### config.mk
export PLATFORM = sky130hd
export DESIGN_NAME = td4_run_ctrl_flat
export DESIGN_NICKNAME = d
export VERILOG_FILES = /design/src/rtl/td4_pkg.sv /design/src/rtl/td4_run_ctrl_if.sv /design/src/rtl/td4_ce_prescaler.sv /design/src/rtl/td4_run_ctrl.sv /design/src/flat_wrapper.sv
export SDC_FILE = /design/constraint.sdc
export NUM_CORES = 1
export LEC_CHECK = 0
export CAP_MARGIN = 20
export CORE_MARGIN = 3
export CORE_UTILIZATION = 49
export DETAILED_ROUTE_END_ITERATION = 10
export GPL_TIMING_DRIVEN = 0
export PLACE_DENSITY = 0.94
export SYNTH_ARGS = -nofsm -noshare
export SYNTH_HDL_FRONTEND = slang
export SYNTH_SLANG_ARGS = --single-unit
### constraint.sdc
create_clock -name clk -period 2.12 [get_ports clk]
set_input_delay 0.318 -clock clk [delete_from_list [all_inputs] [get_ports clk]]
set_output_delay 0.318 -clock clk [all_outputs]
set_load 0.01 [all_outputs]
### src/rtl/td4_pkg.sv
// Shared TD4 run-controller definitions: state encoding, JMP opcode, speed->period table.
// Combinational only; no latency or backpressure of its own.
package td4_pkg;

  localparam int PROG_DEPTH = 16;
  localparam int ADDR_W     = 4;

  localparam logic [3:0] OP_JMP = 4'b1111;

  typedef enum logic [2:0] {
    ST_IDLE = 3'd0,
    ST_LOAD = 3'd1,
    ST_RUN  = 3'd2,
    ST_STEP = 3'd3,
    ST_HALT = 3'd4
  } state_e;

  // Period minus one, so the 6-bit prescaler can express the 64-cycle setting.
  function automatic logic [5:0] speed_period_m1(input logic [1:0] speed);
    logic [5:0] p;
    case (speed)
      2'd0:    p = 6'd0;
      2'd1:    p = 6'd3;
      2'd2:    p = 6'd15;
      default: p = 6'd63;
    endcase
    return p;
  endfunction

  function automatic logic is_jmp_self(input logic [7:0] instr, input logic [3:0] pc);
    return (instr[7:4] == OP_JMP) && (instr[3:0] == pc);
  endfunction

endpackage

### src/rtl/td4_run_ctrl_if.sv
// Bundle of load, run-control, core-status and ROM-write signals around the TD4 run controller.
// Pure wiring: no latency; ld_valid/ld_ready is the only handshake.
interface td4_run_ctrl_if;
  logic       load_req;
  logic       ld_valid;
  logic [7:0] ld_data;
  logic       ld_ready;
  logic       run_req;
  logic       step_req;
  logic [1:0] speed;
  logic [3:0] cpu_pc;
  logic [7:0] cpu_instr;
  logic       mem_we;
  logic [3:0] mem_addr;
  logic [7:0] mem_wdata;
  logic       cpu_ce;
  logic       cpu_rst_n;
  logic [2:0] state;
  logic       halted;

  modport master (
    output load_req, ld_valid, ld_data, run_req, step_req, speed, cpu_pc, cpu_instr,
    input  ld_ready, mem_we, mem_addr, mem_wdata, cpu_ce, cpu_rst_n, state, halted
  );

  modport slave (
    input  load_req, ld_valid, ld_data, run_req, step_req, speed, cpu_pc, cpu_instr,
    output ld_ready, mem_we, mem_addr, mem_wdata, cpu_ce, cpu_rst_n, state, halted
  );
endinterface

### src/rtl/td4_ce_prescaler.sv
// Free-running clock-enable divider: tick on the cycle the count reaches period_m1, then wraps.
// First tick period_m1+1 enabled cycles after clr; no backpressure.
module td4_ce_prescaler (
  input  logic       clk,
  input  logic       rst_n,
  input  logic       en,
  input  logic       clr,
  input  logic [5:0] period_m1,
  output logic       tick
);

  logic [5:0] cnt_q, cnt_d;

  assign tick = en && (cnt_q == period_m1);

  always_comb begin
    cnt_d = cnt_q;
    if (clr) begin
      cnt_d = '0;
    end else if (en) begin
      cnt_d = tick ? 6'd0 : cnt_q + 6'd1;
    end
  end

  always_ff @(posedge clk or negedge rst_n) begin
    if (!rst_n) cnt_q <= '0;
    else        cnt_q <= cnt_d;
  end

endmodule

### src/rtl/td4_run_ctrl.sv
// TD4 run controller: program load into ROM, free-run with prescaled cpu_ce, single step, halt on JMP-to-self.
// ROM write lands one cycle after beat acceptance; ld_ready is high for every LOAD cycle.
module td4_run_ctrl
  import td4_pkg::*;
(
  input  logic           clk,
  input  logic           rst_n,
  td4_run_ctrl_if.slave  bus
);

  state_e      state_q, state_d;
  logic [3:0]  addr_q, addr_d;
  logic [5:0]  per_q, per_d;
  logic        step_prev_q, step_prev_d;
  logic        mem_we_q, mem_we_d;
  logic [3:0]  mem_addr_q, mem_addr_d;
  logic [7:0]  mem_wdata_q, mem_wdata_d;
  logic        cpu_rst_n_q, cpu_rst_n_d;

  logic ld_ready;
  logic accept;
  logic halt_hit;
  logic step_rise;
  logic tick;
  logic cpu_ce;
  logic presc_clr;

  assign ld_ready  = (state_q == ST_LOAD);
  assign accept    = bus.ld_valid && ld_ready;
  assign halt_hit  = is_jmp_self(bus.cpu_instr, bus.cpu_pc);
  assign step_rise = bus.step_req && !step_prev_q;
  assign presc_clr = (state_d == ST_RUN) && (state_q != ST_RUN);

  td4_ce_prescaler u_presc (
    .clk       (clk),
    .rst_n     (rst_n),
    .en        (state_q == ST_RUN),
    .clr       (presc_clr),
    .period_m1 (per_q),
    .tick      (tick)
  );

  always_comb begin
    state_d     = state_q;
    addr_d      = addr_q;
    per_d       = per_q;
    cpu_ce      = 1'b0;
    mem_we_d    = accept;
    mem_addr_d  = mem_addr_q;
    mem_wdata_d = mem_wdata_q;
    step_prev_d = bus.step_req;

    if (accept) begin
      mem_addr_d  = addr_q;
      mem_wdata_d = bus.ld_data;
      addr_d      = addr_q + 4'd1;
    end

    case (state_q)
      ST_IDLE: begin
        if (bus.load_req) begin
          state_d = ST_LOAD;
        end else if (bus.run_req) begin
          state_d = ST_RUN;
          per_d   = speed_period_m1(bus.speed);
        end else if (step_rise) begin
          state_d = ST_STEP;
        end
      end
      ST_LOAD: begin
        if ((accept && (addr_q == ADDR_W'(PROG_DEPTH - 1))) || !bus.load_req) begin
          state_d = ST_IDLE;
        end
      end
      ST_RUN: begin
        // Exits are checked first so an abort or stop never lets a due pulse through.
        if (bus.load_req) begin
          state_d = ST_LOAD;
        end else if (!bus.run_req) begin
          state_d = ST_IDLE;
        end else if (tick) begin
          if (halt_hit) state_d = ST_HALT;
          else          cpu_ce  = 1'b1;
        end
      end
      ST_STEP: begin
        if (halt_hit) begin
          state_d = ST_HALT;
        end else begin
          cpu_ce  = 1'b1;
          state_d = ST_IDLE;
        end
      end
      ST_HALT: begin
        if (bus.load_req) state_d = ST_LOAD;
      end
      default: state_d = ST_IDLE;
    endcase

    if ((state_d == ST_LOAD) && (state_q != ST_LOAD)) begin
      addr_d = '0;
    end

    cpu_rst_n_d = (state_d != ST_LOAD);
  end

  always_ff @(posedge clk or negedge rst_n) begin
    if (!rst_n) begin
      state_q     <= ST_IDLE;
      addr_q      <= '0;
      per_q       <= '0;
      step_prev_q <= 1'b1;
      mem_we_q    <= 1'b0;
      mem_addr_q  <= '0;
      mem_wdata_q <= '0;
      cpu_rst_n_q <= 1'b0;
    end else begin
      state_q     <= state_d;
      addr_q      <= addr_d;
      per_q       <= per_d;
      step_prev_q <= step_prev_d;
      mem_we_q    <= mem_we_d;
      mem_addr_q  <= mem_addr_d;
      mem_wdata_q <= mem_wdata_d;
      cpu_rst_n_q <= cpu_rst_n_d;
    end
  end

  assign bus.ld_ready  = ld_ready;
  assign bus.mem_we    = mem_we_q;
  assign bus.mem_addr  = mem_addr_q;
  assign bus.mem_wdata = mem_wdata_q;
  assign bus.cpu_ce    = cpu_ce;
  assign bus.cpu_rst_n = cpu_rst_n_q;
  assign bus.state     = state_q;
  assign bus.halted    = (state_q == ST_HALT);

endmodule
### src/flat_wrapper.sv
// flat-port wrapper written by rule: the top's interface ports become plain ports
module td4_run_ctrl_flat import td4_pkg::*;
  (clk, rst_n, bus_load_req, bus_ld_valid, bus_ld_data, bus_run_req, bus_step_req, bus_speed, bus_cpu_pc, bus_cpu_instr, bus_ld_ready, bus_mem_we, bus_mem_addr, bus_mem_wdata, bus_cpu_ce, bus_cpu_rst_n, bus_state, bus_halted);
  td4_run_ctrl_if bus_i ();
  input  logic clk;
  input  logic rst_n;
  input wire logic [$bits(bus_i.load_req)-1:0] bus_load_req;
  input wire logic [$bits(bus_i.ld_valid)-1:0] bus_ld_valid;
  input wire logic [$bits(bus_i.ld_data)-1:0] bus_ld_data;
  input wire logic [$bits(bus_i.run_req)-1:0] bus_run_req;
  input wire logic [$bits(bus_i.step_req)-1:0] bus_step_req;
  input wire logic [$bits(bus_i.speed)-1:0] bus_speed;
  input wire logic [$bits(bus_i.cpu_pc)-1:0] bus_cpu_pc;
  input wire logic [$bits(bus_i.cpu_instr)-1:0] bus_cpu_instr;
  output wire logic [$bits(bus_i.ld_ready)-1:0] bus_ld_ready;
  output wire logic [$bits(bus_i.mem_we)-1:0] bus_mem_we;
  output wire logic [$bits(bus_i.mem_addr)-1:0] bus_mem_addr;
  output wire logic [$bits(bus_i.mem_wdata)-1:0] bus_mem_wdata;
  output wire logic [$bits(bus_i.cpu_ce)-1:0] bus_cpu_ce;
  output wire logic [$bits(bus_i.cpu_rst_n)-1:0] bus_cpu_rst_n;
  output wire logic [$bits(bus_i.state)-1:0] bus_state;
  output wire logic [$bits(bus_i.halted)-1:0] bus_halted;
  assign bus_i.load_req = bus_load_req;
  assign bus_i.ld_valid = bus_ld_valid;
  assign bus_i.ld_data = bus_ld_data;
  assign bus_i.run_req = bus_run_req;
  assign bus_i.step_req = bus_step_req;
  assign bus_i.speed = bus_speed;
  assign bus_i.cpu_pc = bus_cpu_pc;
  assign bus_i.cpu_instr = bus_cpu_instr;
  assign bus_ld_ready = bus_i.ld_ready;
  assign bus_mem_we = bus_i.mem_we;
  assign bus_mem_addr = bus_i.mem_addr;
  assign bus_mem_wdata = bus_i.mem_wdata;
  assign bus_cpu_ce = bus_i.cpu_ce;
  assign bus_cpu_rst_n = bus_i.cpu_rst_n;
  assign bus_state = bus_i.state;
  assign bus_halted = bus_i.halted;
  td4_run_ctrl u_core (.clk(clk), .rst_n(rst_n), .bus(bus_i));
endmodule
==> reports/qor.yml, run 1 <==
layout:
  final_common_cell: "clkdlybuf4s50_1"
  drive_above_1_share_pct: 23.66
  area_delta_synth_final_pct: 46.92
  final_cell_mix: "46 x clkdlybuf4s50_1, 27 x dfrtp_1, 11 x nand2_1, 9 x nor2_1, 9 x o21ai_0"
  fin_area_um2: 2178
  diodes: 0
  fin_cells: 217
  nets: 215
  final_util_pct: 77.00
route:
  drt-total-wl_mm: 3.549
  drc: 0
  drtAntennaViolNets: 0
  vias: 1234
  drt_iter0_markers: 38
  dr.pass1.iters: 4
  routed_via_density: 5.687
  post_drt_wl_per_cell_um: 16.35
die:
  core_area_um2: 2829
  rows: 19
  io-pin-count: 48
  start_util_pct: 52.41
  fp.dieW_um: 61.01
  die_h_um: 61.01
  dieArea_um2: 3722
synth:
  yosys.area_share.adder_pct: 1.688
  syn_nets: 157
  synth_edf_count: 0
  synthMuxAreaShare_pct: 12.32
  ys_ff_latch: 31
  synth-simple-area-share_pct: 16.20
  synth_top_family_by_area: "simple AND/OR/NAND/NOR gates"
  synth-compound-area-share_pct: 10.30
  synth_warnings: 0
  async_flop_share_pct: 100.0
  synth_ff_type: "dfrtp_1"
  syn_avg_cell_area_um2: 11.67
  yosysSeqAreaShare_pct: 52.41
  syn_inst: 127
  ys_types: 35
  yosys.area_share.xor_xnor_pct: 5.316
  synth_area_um2: 1483
power:
  ir_drop_v: 0.0005548
  p_int_mw: 1.285
  seq_power_share_pct: 43.6
  p_per_area_nw_per_um2: 831.2
  p_leak_nw: 0.9339
  switching_power_uw: 525.4
  power_frac_comb_pct: 29.3
  clockPowerShare_pct: 27.1
  power_mw: 1.811
  switching_share_pct: 29.02
global_routing:
  grt_pass1_wl_mm: 5.775
  grt_max_degree: 23
  track_usage_pct: 21.58
  antenna_found_initial: 0
  grt_overflow: 0
  grt_pass1_vias: 1290
setup_path:
  end_kind: "primary output"
  crit_fanout: 9
  critPathLaunchType: "flip-flop"
  required_ns: 1.80
  timing_worst_setup_path_type: "reg -> out"
  worstPathArrival_ns: 1.70
clocking:
  path_clk_slew_ns: 0.10
  clock_path_buffers: 2
  numCtsBuffers: 5
  cts_max_level: 2
  clockRootBuffer: "clkbuf_4"
  cts_sinks: 31
  worstSkewPairLatency_ns: 0.34
  cts_tree: "built"
timing:
  timing.fmax_ghz: 0.4963
  worstMarginPinSlew_ns: 0.5737
  finalSetupViolations: 0
  layout_min_cycle_time_ns: 2.015
  rsz0062_at_grt: "no"
  final.setup_skew_ns: 0.01078
  fin_crit_sh_pct: 95.04
  slew_violations: 0
  tns_ns: 0
  relSlewSlack_pct: 61.63
  hold_viol: 0
status:
  status: "complete, no violations"
placement:
  dpl.hpwl_mm: 2.466
  placedCellCount: 206
  place_area_um2: 2019
  io_buffers: 47
  place.gp.congestion: 0.7501
run:
  drv_cap: 0
worst_hold_path:
  hold_class: "in -> async"
## registers in the layout, summed over array words and instances (netlist names), 3 cells and up
name                  count
u_core.addr_q             4
u_core.bus.mem_wdata      8
u_core.bus.state          3
u_core.per_q              3
u_core.bus.mem_addr       4
u_core.u_presc.cnt_q      6
## routing by layer
layer | vias to the layer above | global-route usage [%] | wire length [um]
met5 | - | 0 | 0
met4 | 0 | 8.359 | 23
met3 | 4 | 4.894 | 241
met2 | 55 | 40.15 | 1893
met1 | 604 | 23.55 | 1392
li1 | 571 | - | -
## path summary, 6_finish.rpt
check | from | to | slack [ns] | cells after the start
hold reg to reg | u_core.bus.mem_addr[1]$_DFFE_PN0P_ | u_core.bus.mem_addr[1]$_DFFE_PN0P_ | 0.51 | 1
hold / removal | rst_n | u_core.bus.state[0]$_DFF_PN0_ | 0.34 | 1
setup reg to reg | u_core.bus.state[2]$_DFF_PN0_ | u_core.u_presc.cnt_q[2]$_DFFE_PN0P_ | 0.51 | 5
min in group clk | bus_step_req | u_core.step_prev_q$_DFF_PN1_ | 0.40 | 1
max in group asynchronous | rst_n | u_core.u_presc.cnt_q[5]$_DFFE_PN0P_ | 1.27 | 2
setup / recovery | u_core.bus.state[0]$_DFF_PN0_ | bus_halted | 0.11 | 2
## critical path, cell delays in order (launching register included)
cell and delay (ns):
dfrtp_1 0.50, nor3b_2 0.27, clkdlybuf4s50_1 0.60
## logic make-up after synthesis
group,Yosys count
AND/OR/NAND/NOR,46
flip-flops,31
AO/OA/AOI/OAI,22
multiplexers,14
XOR/XNOR,9
buffers and inverters,3
adder cells (fa/ha/maj),2
## cell type report
| class | instances | area, um^2 |
|---|---|---|
| Timing Repair Buffer | 51 | 515.5 |
| Tap cell | 31 | 38.79 |
| Clock buffer | 6 | 51.30 |
| Buffer | 2 | 22.52 |
| Inverter | 1 | 3.754 |
| Fill cell | 183 | 650.6 |
| Clock inverter | 2 | 35.03 |
| Sequential cell | 31 | 780.7 |
| Multi-Input combinational cell | 93 | 730.7 |
## Yosys cell counts, drive strengths merged, types with 2 or more instances
| library cell | count | area share, % |
|---|---|---|
| nor2 | 10 | 2.5 |
| nor3 | 6 | 2.4 |
| nor3b | 3 | 1.5 |
| o21ai | 10 | 3.6 |
| nor2b | 2 | 0.84 |
| nand2b | 2 | 0.84 |
| a21oi | 4 | 1.9 |
| and3 | 3 | 1.6 |
| xor2 | 5 | 3.0 |
| xnor2 | 4 | 2.4 |
| and2 | 3 | 1.3 |
| nand4 | 3 | 1.3 |
| buf | 2 | 1.5 |
| dfrtp | 30 | 51 |
| mux2 | 13 | 12 |
| nand2 | 11 | 2.8 |
| nand3 | 2 | 0.68 |
| ha | 2 | 1.7 |
## what timing repair did
| item | in CTS | in global routing |
|---|---|---|
| hold buffers | 0 | 0 |
| resized for setup | 9 | 8 |
| setup buffers | 3 | 0 |
| setup endpoints to repair | 1 | 2 |
| pin swaps | 2 | 1 |
## through the flow
stage | hold WS, ns | worst slack, ns
after floorplan | 0.02241 | 0.5060
after global placement | 0.4890 | -0.2456
after detailed placement | 0.4952 | -0.2462
after CTS | 0.3550 | 0.009164
after global routing | 0.3899 | 0.01849
final | 0.3398 | 0.1051
## power by group through the flow
stage	registers (mW)	clock network (mW)	logic, mW
after floorplan	0.805	0	0.221
after global placement	0.782	0	0.461
after detailed placement	0.792	0	0.490
after CTS	0.784	0.493	0.509
after global routing	0.803	0.524	0.577
final	0.790	0.491	0.530
(Power assumes the default switching activity.)
==> run 2, diff against run 1 <==
--- a/config.mk
+++ b/config.mk
@@ -7,10 +7,11 @@
 export LEC_CHECK = 0
 export CAP_MARGIN = 20
 export CORE_MARGIN = 3
-export CORE_UTILIZATION = 49
+export CORE_UTILIZATION = 64
 export DETAILED_ROUTE_END_ITERATION = 10
+export DONT_BUFFER_PORTS = 1
 export GPL_TIMING_DRIVEN = 0
-export PLACE_DENSITY = 0.94
+export PLACE_DENSITY = 0.9
 export SYNTH_ARGS = -nofsm -noshare
 export SYNTH_HDL_FRONTEND = slang
 export SYNTH_SLANG_ARGS = --single-unit
==> reports/qor.yml, run 2 (same netlist as run 1, synthesis figures left out) <==
status:
  status: "complete, no violations"
global_routing:
  met1_usage_pct: 26.06  # +2.5 points
  globalRouteMet2Util_pct: 41.24  # +1.1 points
  grt_pass1_wl_mm: 4.802  # -17%
  met3_usage_pct: 9.695  # +4.8 points
  grt_busiest_layer: "met2"
  grt_max_degree: 32  # +39%
  antenna_found_initial: 0  # unchanged
  grt_pass1_vias: 1067  # -17%
  track_usage_pct: 23.83  # +2.3 points
  grt_overflow: 0  # unchanged
layout:
  final_common_cell: "dfrtp_1"
  drive_above_1_share_pct: 23.91  # +0.26 points
  area_delta_synth_final_pct: 10.63
  largest_register_ffs: 8  # unchanged
  fin_cells: 165  # -24%
  final_cell_mix: "30 x dfrtp_1, 11 x nand2_1, 10 x nor2_1, 9 x o21ai_0, 7 x mux2_4"
  nets: 167  # -22%
  diodes: 0  # unchanged
power:
  clockPowerShare_pct: 25.8  # -1.3 points
  switching_power_uw: 461.3  # -12%
  power_frac_comb_pct: 19.3  # -10 points
  p_int_mw: 1.044  # -19%
  p_per_area_nw_per_um2: 917.8  # +10%
  switching_share_pct: 30.64  # +1.6 points
  power_mw: 1.505  # -17%
  ir_drop_v: 0.0005976  # +7.7%
  seq_power_share_pct: 54.9  # +11 points
  p_leak_nw: 0.7295  # -22%
timing:
  rsz0062_at_grt: "no"
  slew_violations: 0  # unchanged
  fin_crit_sh_pct: 92.22  # -2.8 points
  worstMarginPinSlew_ns: 0.5560  # -0.01772 ns
  setup_ws_ns: 0.1649  # +0.05980 ns
  layout_min_cycle_time_ns: 1.955  # -0.05980 ns
  final.setup_skew_ns: 0.002267  # -0.008513 ns
  timing.fmax_ghz: 0.5115  # +3.1%
  finalSetupViolations: 0  # unchanged
  hold_viol: 0  # unchanged
  tns_ns: 0  # unchanged
  relSlewSlack_pct: 62.86  # +1.2 points
  hold_ws_ns: 0.1031  # -0.2366 ns
placement:
  placedCellCount: 154  # -25%
  dpl.hpwl_mm: 2.017  # -18%
  place.gp.congestion: 0.7959  # +6.1%
  io_buffers: 0  # -100%
  post-place-ws_ns: 0.3772  # +0.6235 ns
die:
  die_h_um: 54.13  # -11%
  core_area_um2: 2082  # -26%
  fp.dieW_um: 54.13  # -11%
  rows: 16  # -3
  start_util_pct: 71.21  # +19 points
  io-pin-count: 48  # unchanged
  dieArea_um2: 2930  # -21%
run:
  drv_cap: 0  # unchanged
setup_path:
  critPathLaunchType: "flip-flop"
  slowest_delay_ns: 0.47  # -0.13 ns
  critPathSlowestCell: "dfrtp_1"
  end_kind: "primary output"
  timing_worst_setup_path_type: "reg -> out"
  r2r_slack_ns: 0.51  # about the same
  worstPathCellList: "and3_1 -> o22ai_2 -> nor2_1 -> a21oi_1 -> nor3b_2"
  r2r_start: "u_core.bus.state[1]$_DFF_PN0_"
  cp-startpoint: "u_core.u_presc.cnt_q[3]$_DFFE_PN0P_"
  ff2ff_path_depth: 5  # unchanged
  crit_path_end: "bus_cpu_ce"
  timing.rr.end: "u_core.bus.mem_wdata[2]$_DFFE_PN0P_"
  worstPathArrival_ns: 1.64  # -0.06 ns
  required_ns: 1.80  # about the same
  crit_fanout: 6  # -3
route:
  drc: 0  # unchanged
  post_drt_wl_per_cell_um: 17.80  # +8.8%
  vias: 1017  # -18%
  drt-total-wl_mm: 2.937  # -17%
  dr.pass1.iters: 4  # unchanged
  drt_iter0_markers: 26  # -32%
  drtAntennaViolNets: 0  # unchanged
  routed_via_density: 6.164  # +8.4%
clocking:
  cts_max_level: 2  # unchanged
  post-cts-setup-buffers: 0  # -3
  cts_sinks: 31  # unchanged
  clockRootBuffer: "clkbuf_4"
  numCtsBuffers: 5  # unchanged
  cts_tree: "built"
  path_clk_slew_ns: 0.09  # about the same
  clock_path_buffers: 2  # unchanged
  worstSkewPairLatency_ns: 0.33  # about the same
worst_hold_path:
  hold_class: "in -> reg"
[run 2: cell types whose count changed in the layout (fill, tap and decap cells not counted), sizes merged]
cell / change
buf: -4
bufinv: -1
clkbuf: +2
clkdlybuf4s50: -46
clkinv: -1
dlygate4sd3: +2
[run 2: final cells by class]
cell class / count / area [um^2]
well taps: 27 / 33.78
inverters: 1 / 3.754
flip-flops and latches: 31 / 777.0
clock buffers: 8 / 68.82
multi-input cells: 93 / 694.4
repair buffers: 3 / 40.04
fillers: 143 / 441.7
plain buffers: 2 / 22.52
[run 2: per-layer routing]
metal | part of all wire (%) | routed length, um | vias up
met2 | 51 | 1510 | 43
met4 | 1.5 | 45 | 0
met5 | 0 | 0 | -
li1 | - | - | 467
met3 | 9.2 | 269 | 5
met1 | 38 | 1112 | 502
[run 2: through the flow]
| stage | util (%) | area, um^2 |
|---|---|---|
| 3_3_place_gp | 72.84 | 1516 |
| 2_1_floorplan | - | 1483 |
| 3_5_place_dp | 72.84 | 1516 |
| 4_1_cts | 78.31 | 1630 |
| 6_report | 78.79 | 1640 |
| 5_1_grt | 78.79 | 1640 |
[run 2: worst min path at each step]
stage / startpoint / endpoint / slack [ns] / cells after the start
after floorplan: rst_n / u_core.addr_q[0]$_DFFE_PN0P_ / 0.02 / 0
after global placement: rst_n / u_core.bus.mem_addr[1]$_DFFE_PN0P_ / 0.02 / 0
after global routing: bus_load_req / u_core.bus.state[1]$_DFF_PN0_ / 0.09 / 1
after detailed placement: rst_n / u_core.bus.mem_wdata[5]$_DFFE_PN0P_ / 0.02 / 0
after CTS: bus_load_req / u_core.bus.state[1]$_DFF_PN0_ / 0.08 / 1
final: bus_load_req / u_core.bus.state[1]$_DFF_PN0_ / 0.10 / 1
[run 2: worst max-delay path, delay by kind of cell (launching register included)]
kind | cells | cell delay (ns)
flops | 1 | 0.47
simple gates | 3 | 0.61
compound gates | 2 | 0.22
[run 2: power by group through the flow]
stage | Clock (mW) | Sequential (mW) | Combinational (mW)
floorplan | 0 | 0.805 | 0.221
global placement | 0 | 0.824 | 0.240
detailed placement | 0 | 0.831 | 0.258
CTS | 0.400 | 0.820 | 0.277
global route | 0.432 | 0.843 | 0.322
finish | 0.389 | 0.826 | 0.291
[run 2: timing repair]
action	in CTS	in global routing
hold buffers	3	0
setup endpoints to repair	1	1
pin swaps	0	1
gates resized for setup	1	2
endpoints found under the hold margin	32	0
==> variant, RTL diff (settings of run 2) <==
The package constant `ADDR_W` goes from 4 to 3.
--- a/src/rtl/td4_pkg.sv
+++ b/src/rtl/td4_pkg.sv
@@ -5,3 +5,3 @@
   localparam int PROG_DEPTH = 16;
-  localparam int ADDR_W     = 4;
+  localparam int ADDR_W     = 3;
 
Formal check against the unedited RTL: not equivalent (Yosys sat finds a counterexample within 10 cycles, from zero or initial values and one cycle with rst_n low).
==> variant against run 2 <==
  * Critical endpoint unchanged
  * Design area shrank 1.1%
  * Sequential power grew 0.5%
  * First-iteration DRC count grew 12%
  * Power shrank 3.0%
  * Sequential cell count is the same
  * Setup slack lost 74 ps
  * Synthesized area shrank 1.9%
  * Routed wire length grew 0.44%
==> variant: results (changes against run 2) <==
INFO  metric synth_area_leaders = sky130_fd_sc_hd__dfrtp_1 (52%), sky130_fd_sc_hd__mux2_2 (8.5%), sky130_fd_sc_hd__o21ai_0 (3.1%), sky130_fd_sc_hd__xor2_1 (3.0%), sky130_fd_sc_hd__nand2_1 (2.8%) (was sky130_fd_sc_hd__dfrtp_1 (51%), sky130_fd_sc_hd__mux2_4 (7.1%), sky130_fd_sc_hd__mux2_2 (4.6%), sky130_fd_sc_hd__o21ai_0 (3.0%), sky130_fd_sc_hd__xor2_1 (3.0%))
INFO  metric crit_slowest_cell = sky130_fd_sc_hd__dfrtp_2 (was sky130_fd_sc_hd__dfrtp_1)
INFO  metric via_density_per_instance = 6.11 (was 6.16)
INFO  metric dp.cells = 153 (was 154)
INFO  metric layout_cells_sized_above_1 = 0.255 (was 0.239)
INFO  metric synth_common_cells = sky130_fd_sc_hd__dfrtp_1 (30), sky130_fd_sc_hd__mux2_2 (11), sky130_fd_sc_hd__nand2_1 (11) (was sky130_fd_sc_hd__dfrtp_1 (30), sky130_fd_sc_hd__nand2_1 (11), sky130_fd_sc_hd__nor2_1 (10))
INFO  metric design_area = 1620 sq um (was 1640 sq um)
INFO  metric synth_seq_area_share = 0.534 (was 0.524)
INFO  metric initial_drc_count = 29 (was 26)
INFO  metric first_global_vias = 1,062 (was 1,067)
INFO  metric hpwl = 2.11 mm (was 2.02 mm)
INFO  metric power.ir.vdd_worst = 0.000678 V (was 0.000598 V)
INFO  metric num-nets-final = 166 (was 167)
INFO  metric total_switching_power = 0.462 mW (was 0.461 mW)
INFO  metric grt_util_all_layers = 0.248 (was 0.238)
INFO  metric cp_max_fo = 5 (was 6)
INFO  metric routedWlPerCell = 18.0 microns (was 17.8 microns)
INFO  metric ys_async_sr_fraction = 1.00 (unchanged)
INFO  metric place_area = 1490 sq um (was 1520 sq um)
INFO  metric sequential_fraction_of_design_power = 0.568 (was 0.549)
INFO  metric worst_setup_slack_after_placement = 257 ps (was 377 ps)
INFO  metric finalWeightedCongestion = 0.794 (was 0.796)
INFO  metric ys_types = 35 (unchanged)
INFO  metric finalClockSkew = 11.1 ps (was 2.27 ps)
INFO  metric status = finished clean (unchanged)
INFO  metric antenna_cell_count = 0 (unchanged)
INFO  metric clk_latency = 330 ps (about the same)
INFO  metric yosys_warnings = 0 (unchanged)
INFO  metric fill_cells = 131 (was 143)
INFO  metric worstMarginPinSlew = 554 ps (was 556 ps)
INFO  metric power_leakage = 0.705 nW (was 0.730 nW)
INFO  metric vias = 1,002 (was 1,017)
## variant: cell families (layout without fill, tap and decap cells)
family                     Yosys count  count (layout)  synth area share
AOI/OAI and AO/OA                   21              21            0.0895
xor gates and xnor gates             9               9            0.0542
adders and majority gates            2               2            0.0172
buffers and inverters                2              13            0.0241
DFF                                 31              31             0.534
muxes                               14              14             0.108
and+or+nand+nor                     47              47             0.173
## variant: worst paths after layout
kind                                           end               startpoint  cells past startpoint  slack (ps)
max                                     bus_cpu_ce  u_core.u_presc.cnt_q[4]                      5          90
min                            u_core.bus.state[1]             bus_load_req                      1          80
max reg2reg                u_core.bus.mem_wdata[1]      u_core.bus.state[0]                      5         300
min reg2reg                        u_core.per_q[4]          u_core.per_q[4]                      2         550
max in group asynchronous       u_core.step_prev_q                    rst_n                      2        1470
min in group asynchronous  u_core.bus.mem_wdata[0]                    rst_n                      2         410
## variant: area by class of cell
type / instances / share of cell area
plain buffers: 2 / 0.0216
clock buffers: 7 / 0.0339
clock inverters: 1 / 0.00308
multi-input cells: 93 / 0.416
flip-flops and latches: 31 / 0.480
well taps: 27 / 0.0208
repair buffers: 3 / 0.0247
## variant: through the flow
stage	hold slack [ps]	TNS, ps
after detailed placement	23.3	0
after global routing	88.6	-14.1
final	83.0	0
after CTS	76.8	0
after floorplan	22.4	0
after global placement	23.1	0
## variant: timing repair
action,CTS,global route
endpoints found under the hold margin,32,0
pin swaps,1,2
hold buffers,3,0
setup endpoints to repair,1,1
resized for setup,1,8
## variant: power by group through the flow
stage          combinational, mW  clock [mW]  sequential [mW]
2_1_floorplan              0.198           0            0.803
3_3_place_gp               0.216           0            0.822
3_5_place_dp               0.239           0            0.834
4_1_cts                    0.259       0.363            0.823
5_1_grt                    0.310       0.391            0.845
6_report                   0.276       0.355            0.830
## variant: metal layers
| metal | global-route usage | up-vias | share of wire |
|---|---|---|---|
| li1 | - | 470 | - |
| met1 | 0.264 | 459 | 0.36 |
| met2 | 0.431 | 64 | 0.53 |
| met3 | 0.0693 | 9 | 0.085 |
| met4 | 0.149 | 0 | 0.026 |
| met5 | 0 | - | 0 |
